--- src/rtl/mcd_pkg.sv ---
// Shared definitions for the microstep control decoder.
//   LO_W       default width of the low pass-through field of a micro-op
//   R_IN_OFS   offset of the r_in bit above the low field
//   R_OUT_OFS  offset of the r_out bit above the low field
//   state_e    sequencer states
//   calc_out_w width of the expanded control word
package mcd_pkg;

   localparam int LO_W      = 10;
   localparam int R_IN_OFS  = 0;
   localparam int R_OUT_OFS = 1;

   typedef enum logic {
      IDLE = 1'b0,
      RUN  = 1'b1
   } state_e;

   // The two register-enable bits are replaced by two NREG-wide one-hot fields.
   function automatic int calc_out_w(input int cw_w, input int nreg);
      return cw_w - 2 + 2 * nreg;
   endfunction

endpackage

--- src/rtl/onehot_reg_decoder.sv ---
// Register-select to one-hot enable decoder.
//   sel    in   SEL_W  register select
//   en     in   1      enable request
//   onehot out  NREG   one-hot enable, all zero when en=0 or sel out of range
//   bad    out  1      en set with sel >= NREG
module onehot_reg_decoder #(
   parameter int  NREG  = 4,
   localparam int SEL_W = (NREG > 1) ? $clog2(NREG) : 1
) (
   input  logic [SEL_W-1:0] sel,
   input  logic             en,
   output logic [NREG-1:0]  onehot,
   output logic             bad
);

   // One extra bit so the range compare stays meaningful when NREG is a power of two.
   logic [SEL_W:0] sel_x;

   assign sel_x = {1'b0, sel};
   assign bad   = en && (sel_x >= (SEL_W + 1)'(NREG));

   always_comb begin
      onehot = '0;
      for (int i = 0; i < NREG; i++) begin
         onehot[i] = en && (sel_x == (SEL_W + 1)'(i));
      end
   end

endmodule

--- src/rtl/microstep_control_decoder.sv ---
// Multi-step micro-op sequencer and control-word expander.
// Accepts an instruction (rs/rd) by valid/ready, walks a step counter that
// addresses the external microcode ROM and issues each expanded micro-op one
// cycle after it is sampled.
//   clk, rst                 clock, asynchronous active-high reset
//   instr_valid/ready        instruction handshake
//   instr_rs, instr_rd       source / destination register selects
//   step                     ROM address of the current micro-op
//   uop_word, uop_last       compressed micro-op and final-step marker
//   stall, abort, err_clr    sequencing controls
//   ctrl_out, ctrl_valid     expanded control word and its qualifier
//   instr_done               pulse alongside the last word of an instruction
//   busy                     sequencer is in RUN
//   err_overflow, err_badsel sticky error flags
//
// state | meaning
// IDLE  | waiting for an instruction, nothing issued
// RUN   | stepping through micro-ops, one expanded word per unstalled cycle
module microstep_control_decoder #(
   parameter int  CW_W      = 22,
   parameter int  NREG      = 4,
   parameter int  MAX_STEPS = 8,
   parameter int  LO_W      = mcd_pkg::LO_W,
   localparam int SEL_W     = (NREG > 1) ? $clog2(NREG) : 1,
   localparam int STEP_W    = (MAX_STEPS > 1) ? $clog2(MAX_STEPS) : 1,
   localparam int OUT_W     = mcd_pkg::calc_out_w(CW_W, NREG)
) (
   input  logic              clk,
   input  logic              rst,
   input  logic              instr_valid,
   output logic              instr_ready,
   input  logic [SEL_W-1:0]  instr_rs,
   input  logic [SEL_W-1:0]  instr_rd,
   output logic [STEP_W-1:0] step,
   input  logic [CW_W-1:0]   uop_word,
   input  logic              uop_last,
   input  logic              stall,
   input  logic              abort,
   input  logic              err_clr,
   output logic [OUT_W-1:0]  ctrl_out,
   output logic              ctrl_valid,
   output logic              instr_done,
   output logic              busy,
   output logic              err_overflow,
   output logic              err_badsel
);

   import mcd_pkg::*;

   localparam logic [STEP_W-1:0] STEP_LAST = STEP_W'(MAX_STEPS - 1);

   state_e            state_q, state_d;
   logic [STEP_W-1:0] step_q, step_d;
   logic [SEL_W-1:0]  rs_q, rs_d, rd_q, rd_d;
   logic [OUT_W-1:0]  ctrl_out_q, ctrl_out_d;
   logic              ctrl_valid_q, ctrl_valid_d;
   logic              instr_done_q, instr_done_d;
   logic              err_overflow_q, err_overflow_d;
   logic              err_badsel_q, err_badsel_d;

   logic              ready_c, ovf_evt, bad_evt;
   logic [NREG-1:0]   in_en, out_en;
   logic              in_bad, out_bad;
   logic [OUT_W-1:0]  ctrl_word;

   onehot_reg_decoder #(.NREG(NREG)) u_in_dec (
      .sel    (rd_q),
      .en     (uop_word[LO_W + R_IN_OFS]),
      .onehot (in_en),
      .bad    (in_bad)
   );

   onehot_reg_decoder #(.NREG(NREG)) u_out_dec (
      .sel    (rs_q),
      .en     (uop_word[LO_W + R_OUT_OFS]),
      .onehot (out_en),
      .bad    (out_bad)
   );

   assign ctrl_word = {uop_word[CW_W-1:LO_W+2], out_en, in_en, uop_word[LO_W-1:0]};

   always_comb begin
      state_d      = state_q;
      step_d       = step_q;
      rs_d         = rs_q;
      rd_d         = rd_q;
      ctrl_out_d   = '0;
      ctrl_valid_d = 1'b0;
      instr_done_d = 1'b0;
      ready_c      = 1'b0;
      ovf_evt      = 1'b0;
      bad_evt      = 1'b0;

      if (abort) begin
         state_d = IDLE;
         step_d  = '0;
      end else begin
         case (state_q)
            IDLE: begin
               ready_c = 1'b1;
               if (instr_valid) begin
                  rs_d    = instr_rs;
                  rd_d    = instr_rd;
                  step_d  = '0;
                  state_d = RUN;
               end
            end
            RUN: begin
               // A stalled cycle issues a zero bubble so no enable repeats.
               if (!stall) begin
                  ctrl_out_d   = ctrl_word;
                  ctrl_valid_d = 1'b1;
                  bad_evt      = in_bad | out_bad;
                  if (uop_last) begin
                     instr_done_d = 1'b1;
                     ready_c      = 1'b1;
                     step_d       = '0;
                     if (instr_valid) begin
                        rs_d = instr_rs;
                        rd_d = instr_rd;
                     end else begin
                        state_d = IDLE;
                     end
                  end else if (step_q == STEP_LAST) begin
                     ovf_evt      = 1'b1;
                     instr_done_d = 1'b1;
                     step_d       = '0;
                     state_d      = IDLE;
                  end else begin
                     step_d = step_q + STEP_W'(1);
                  end
               end
            end
            default: begin
               state_d = IDLE;
               step_d  = '0;
            end
         endcase
      end

      // A new error in the clearing cycle keeps the flag set.
      err_overflow_d = ovf_evt | (err_overflow_q & ~err_clr);
      err_badsel_d   = bad_evt | (err_badsel_q & ~err_clr);
   end

   always_ff @(posedge clk or posedge rst) begin
      if (rst) begin
         state_q        <= IDLE;
         step_q         <= '0;
         rs_q           <= '0;
         rd_q           <= '0;
         ctrl_out_q     <= '0;
         ctrl_valid_q   <= 1'b0;
         instr_done_q   <= 1'b0;
         err_overflow_q <= 1'b0;
         err_badsel_q   <= 1'b0;
      end else begin
         state_q        <= state_d;
         step_q         <= step_d;
         rs_q           <= rs_d;
         rd_q           <= rd_d;
         ctrl_out_q     <= ctrl_out_d;
         ctrl_valid_q   <= ctrl_valid_d;
         instr_done_q   <= instr_done_d;
         err_overflow_q <= err_overflow_d;
         err_badsel_q   <= err_badsel_d;
      end
   end

   assign instr_ready  = ready_c;
   assign step         = step_q;
   assign ctrl_out     = ctrl_out_q;
   assign ctrl_valid   = ctrl_valid_q;
   assign instr_done   = instr_done_q;
   assign busy         = (state_q == RUN);
   assign err_overflow = err_overflow_q;
   assign err_badsel   = err_badsel_q;

endmodule
--- config.mk ---
export PLATFORM = sky130hd
export DESIGN_NAME = microstep_control_decoder
export DESIGN_NICKNAME = d
export VERILOG_FILES = /design/src/rtl/mcd_pkg.sv /design/src/rtl/onehot_reg_decoder.sv /design/src/rtl/microstep_control_decoder.sv
export SDC_FILE = /design/constraint.sdc
export NUM_CORES = 1
export LEC_CHECK = 0
export ABC_AREA = 0
export CELL_PAD_IN_SITES_DETAIL_PLACEMENT = 1
export CELL_PAD_IN_SITES_GLOBAL_PLACEMENT = 1
export CORE_MARGIN = 4
export CORE_UTILIZATION = 30
export CTS_CLUSTER_SIZE = 20
export DETAILED_ROUTE_END_ITERATION = 16
export PLACE_DENSITY_LB_ADDON = 0.1
export RECOVER_POWER = 25
export SYNTH_ARGS = -nofsm -noshare
export SYNTH_HDL_FRONTEND = slang
export SYNTH_SLANG_ARGS = --single-unit
--- constraint.sdc ---
create_clock -name clk -period 1.7 [get_ports clk]
set_clock_uncertainty 0.2 [all_clocks]
set_input_delay 0.34 -clock clk [delete_from_list [all_inputs] [get_ports clk]]
set_output_delay 0.34 -clock clk [all_outputs]
set_load 0.03 [all_outputs]
## Yosys cells after proc, flatten, opt, wreduce, memory -nomap -nowiden

Cells that the tools add are included.

- Reductions and logical operators: 14
- Order comparisons: 2
- Bitwise gates (word level): 8
- $add $sub $neg: 1
- Eq/ne operators: 11
- Muxes and demuxes: 42

Operators by type and width:

| cell | count |
|---|---|
| $mux 28 | 3 |
| $mux 1 | 23 |
| $mux 3 | 5 |
| $mux 2 | 6 |
| $logic_and 1x1->1 | 10 |
| $eq 2x2->1 const B | 4 |
| $pmux 2 s2 | 2 |
| $ge 2x3->1 const B | 2 |
| $logic_not 3->1 | 2 |
| $ne 3x3->1 const B | 2 |
| $pmux 3 s2 | 1 |
| $eq 2x1->1 const B | 2 |
| $ne 2x2->1 const B | 2 |
| $pmux 1 s2 | 2 |
| $add 3x1->3 const B | 1 |
| $eq 3x3->1 const B | 1 |
| $not 1->1 | 3 |
| $or 1x1->1 | 3 |
| $reduce_and 3->1 | 1 |
| $and 1x1->1 | 2 |
| $reduce_and 2->1 | 1 |

- Register bits after elaboration: 40
- Output and inout port bits: 37

## Logic depth before layout (Yosys ltp)

- Depth after elaboration: 7
- Gate-level depth with buffers: 5
- Mapped depth without buffers: 5

## Modules after synthesis

A second synthesis with hierarchy kept.

- Cell total of the unflattened synthesis: 115
- Area total of the unflattened synthesis: 1,555.2 sq um

By module, submodules not included:

| module | cells each | area an instance (sq um) | times used | seq. area each (sq um) |
|---|---|---|---|---|
| microstep_control_decoder | 103 | 1,457.6 | 1 | 1,001.0 |
| onehot_reg_decoder | 6 | 48.8 | 2 | 0.0 |

## Least setup slack after synthesis

No wires, ideal clock.

- Path kind: register to output
- Start: register state_q, in the netlist busy
- End: output instr_ready
- Required time: 1.160 ns
- Stages on the path, launching flop included: 3
- Buffers on the path: 1
- Arrival time: 1.168 ns
- Slack: -0.008 ns
- Cell sequence: dfrtp_1 buf_4 a21oi_1

- Longest elaborated chain between the ends: 3

Ends and longest elaborated chain:

| element | RTL line | text |
|---|---|---|
| from (decl) | microstep_control_decoder.sv:52 | `state_e state_q, state_d;` |
| from (signal assigned) | microstep_control_decoder.sv:158 | `state_q <= state_d;` |
| $not 1->1 | -- |  |
| $pmux 1 s2 * | microstep_control_decoder.sv:98 | `case (state_q)` |
| $mux 1 * | microstep_control_decoder.sv:94 | `if (abort) begin` |
| to (decl) | microstep_control_decoder.sv:31 | `output logic instr_ready,` |

Mark *: on every way between the ends. The rest lies on a longest branch, timed or not.

## Worst setup path in the final report

- Start: register step_q[0], in the netlist step[0]
- End: output step[0]

RTL lines:

| element | RTL line | text |
|---|---|---|
| from (decl) | microstep_control_decoder.sv:53 | `logic [STEP_W-1:0] step_q, step_d;` |
| from (signal assigned) | microstep_control_decoder.sv:159 | `step_q <= step_d;` |
| to (decl) | microstep_control_decoder.sv:34 | `output logic [STEP_W-1:0] step,` |

No word-level cell between the ends.

==> metrics.md <==
| Metric | Value |
|---|---|
| PD cells | about 860 mW/mm² |
| Fin. Hold Viols | 0 |
| Post-detail-place hpwl | 2762 µm |
| Fin area | 0.002422 mm² |
| Mapped cell area | 0.001480 mm² |
| Crit path cell chain | dlygate4sd2_1 |
| Core area | 0.004755 mm² |
| Port Buffers | 69 |
| Die Width | just under 80 µm |
| Row cnt | 25 |
| Maximum clock path buffer count | 2 |
| Final Setup Violations | 0 |
| CP max stage delay | approximately 420 ps |
| Die span in y | 78.24 µm |
| Post-route DRC | 0 |
| FF/Latch Area | 0.001001 mm² |
| Global placer's final weighted congestion | 0.7193 |
| Final antenna-violating net count | 0 |
| Root buf cell | clkbuf_8 |
| #FFs+latches synth | 40 |
| Post-synth cell types | 25 |
| Status | complete, no violations |
| Worst ir drop on vdd | 0.3946 mV |
| Area of the multi-input gates | 466.7 µm² |
| Worst r2r src | step[0] |
| H-tree Lvls | 2 |
| Startpoint types | flop |
| Final core utilization | between 50% and 60% |
| CTS buffer count | 5 |
| Initial cell density of the core | 31.13% |
| Clk sinks | 40 |
| Crit path required time | 1160 ps |
| Hold WC Path Type | reg -> reg |
| Drt pass-1 iters | 3 |
| Initial antenna violation count | 0 |
| Total number of vias | 1133 |
| Layout fillers | 510 |
| XOR/XNOR Fraction of Synth Area | 0% |
| Iter 0 DRT Violations | 27 |
| Syn Inst Count | around 110 |
| Top delay family on crit path | buffers and inverters |
| GRT overflow | 0 |
| Synth Warn # | 0 |
| Nets | 230 |
| Post-synthesis mux area share | under 10% |
| Placed Area | 0.002333 mm² |
| Routed WL per cell | roughly 14 µm |
| Clock transition at path regs | 70 ps |
| Final worst path period need | 1643 ps |
| Synth Area in Adders | 2.536% |
| Via density | roughly 4.3 |
| Slowest CP cell | dlygate4sd2_1 |
| CTS tree | yes |
| Synth Area in Compound Gates | 3.297% |
| Period Utilization, post-route | 96.67% |
| First-pass GRT wire length | between 6000 and 7000 µm |
| Worst-path fanout max | 4 |
| Rel. slew slack | 34.48% |
| Syn Nets | roughly 150 |
| Hold path start | rd_q[0] |
| Share of cells above drive strength 1 | 14.36% |
| Static leakage | 0.001277 µW |
| Number of global-route vias before repair | 1284 |
| Seq/Total Area, Yosys | 67.62% |
| Simple-Gate Fraction of Synth Area | 21.47% |
| ANT cells | 0 |
| Layout area overhead | 63.65% |
| Max Clock Freq | 608.5 MHz |
| CP startpoint | step[0] |
| Type of the worst setup path | reg -> out |
| Slew @ Worst Pin | 982.8 ps |
| Final wirelength | 3629 µm |
| Synthesized area per cell | 13.58 µm² |
| CP arrival | 1100 ps |
| Worst skew pair latency | 290 ps |
| Max cap viols | 0 |
| Pin count of the biggest net entering global routing | between 40 and 50 |
| Die area | 0.006122 mm² |
| RSZ-0062 raised after global routing | no |
| Hold Buf Count CTS | 0 |
| Slew Limit Fails | 0 |
| Largest family of logic cells by synthesized area | simple AND/OR/NAND/NOR gates |
| CP endpoint kind | output port |
| Bufs and invs on worst path | 1 |
| GR Util All Layers | 13.06% |
| Ports | 70 |
==> state kept, by name, summed over array words and instances (netlist names) <==
| register | count |
|---|---|
| err_badsel | 1 |
| err_overflow | 1 |
| instr_done | 1 |
| rd_q | 2 |
| step | 3 |
| ctrl_out | 28 |
| ctrl_valid | 1 |
| rs_q | 2 |
| busy | 1 |
==> layout by cell type, fill, tap and decap left out, types with 3 or more instances in the layout <==
master / count
and2_1: 20
buf_4: 13
clkbuf_8: 7
clkdlybuf4s50_1: 29
dfrtp_1: 40
dlygate4sd2_1: 38
ha_1: 3
mux2_1: 4
nand2b_1: 4
nor2_1: 4
nor3_1: 3
nor3b_1: 4
==> through the flow <==
stage / std cells / hold WS (ps) / setup WS (ps) / TNS, ps / power [µW]
after floorplan: 109 / 205.6 / 26.33 / 0 / 1128
after global placement: 253 / 279.3 / -182.9 / -3505 / 1272
after detailed placement: 253 / 292.8 / -266.4 / -4417 / 1283
after CTS: 262 / 203.9 / 43.33 / 0 / 2119
after global routing: 262 / 334.3 / 3.308 / 0 / 2191
final: 262 / 301.1 / 56.66 / 0 / 2085
==> routing by layer <==
layer | vias to the layer above | routed length, µm | global-route usage (%)
met2 | 48 | 1815 | 22.00
met4 | 0 | 62 | 4.371
met5 | - | 0 | 0
met3 | 8 | 306 | 5.505
li1 | 530 | - | -
met1 | 547 | 1445 | 14.94
==> layout make-up <==
type	instances	share of cell area, %
Multi-Input combinational cell	63	19.27
Inverter	2	0.3099
Sequential cell	40	41.32
Tap cell	67	3.461
Timing Repair Buffer	82	30.42
Clock inverter	1	1.240
Clock buffer	7	3.977
==> kinds of logic after synthesis <==
logic type,after synthesis
mux,4
buf+inv,6
simple gates,48
fa+ha+maj,3
compound gates,8
flops,40
==> cells in the mapped netlist <==
cell type | instances | area, µm²
mux2_1 | 4 | 45.04
clkbuf_2 | 2 | 10.01
nor3_1 | 3 | 15.01
o21a_1 | 1 | 7.510
dfrtp_1 | 40 | 1001
a21oi_1 | 3 | 15.01
nand4bb_1 | 1 | 11.26
buf_4 | 1 | 7.510
buf_2 | 1 | 5.000
and2_1 | 20 | 125.1
a21oi_2 | 1 | 8.760
ha_1 | 3 | 37.54
nor2_1 | 4 | 15.01
a31oi_1 | 2 | 12.51
nand3b_1 | 2 | 15.01
nor3b_4 | 1 | 18.77
inv_1 | 2 | 7.510
nand3_1 | 1 | 5.000
nand2b_1 | 5 | 31.28
nor2b_1 | 1 | 6.260
nor4bb_1 | 2 | 20.02
o21ai_0 | 1 | 5.000
and4_1 | 2 | 17.52
nor3b_1 | 4 | 30.03
nand2_1 | 2 | 7.510
==> report_power, final <==
| part | total, µW | switching, µW | leakage (µW) | internal, µW |
|---|---|---|---|---|
| Clock | 837 | 319 | 0.0000645 | 518 |
| Sequential | 1010 | 27.8 | 0.000545 | 983 |
| Combinational | 237 | 108 | 0.000667 | 129 |
==> worst paths after layout <==
check	endpoint	slack (ps)	cells after the start
setup / recovery	step[0]	60	1
hold / removal	ctrl_out[10]	300	1
setup reg to reg	step[2]	80	5
hold reg to reg	ctrl_out[10]	300	1
max in group asynchronous	ctrl_out[2]	230	3
min in group asynchronous	ctrl_out[20]	460	3
==> what timing repair did <==
item / CTS / global route
resized for setup: 40 / 1
hold endpoints to repair: 0 / 0
pin swaps: 1 / 0
buffers inserted: 1 / 0
endpoints found under the setup margin: 36 / 1
(Power assumes the default switching activity.)
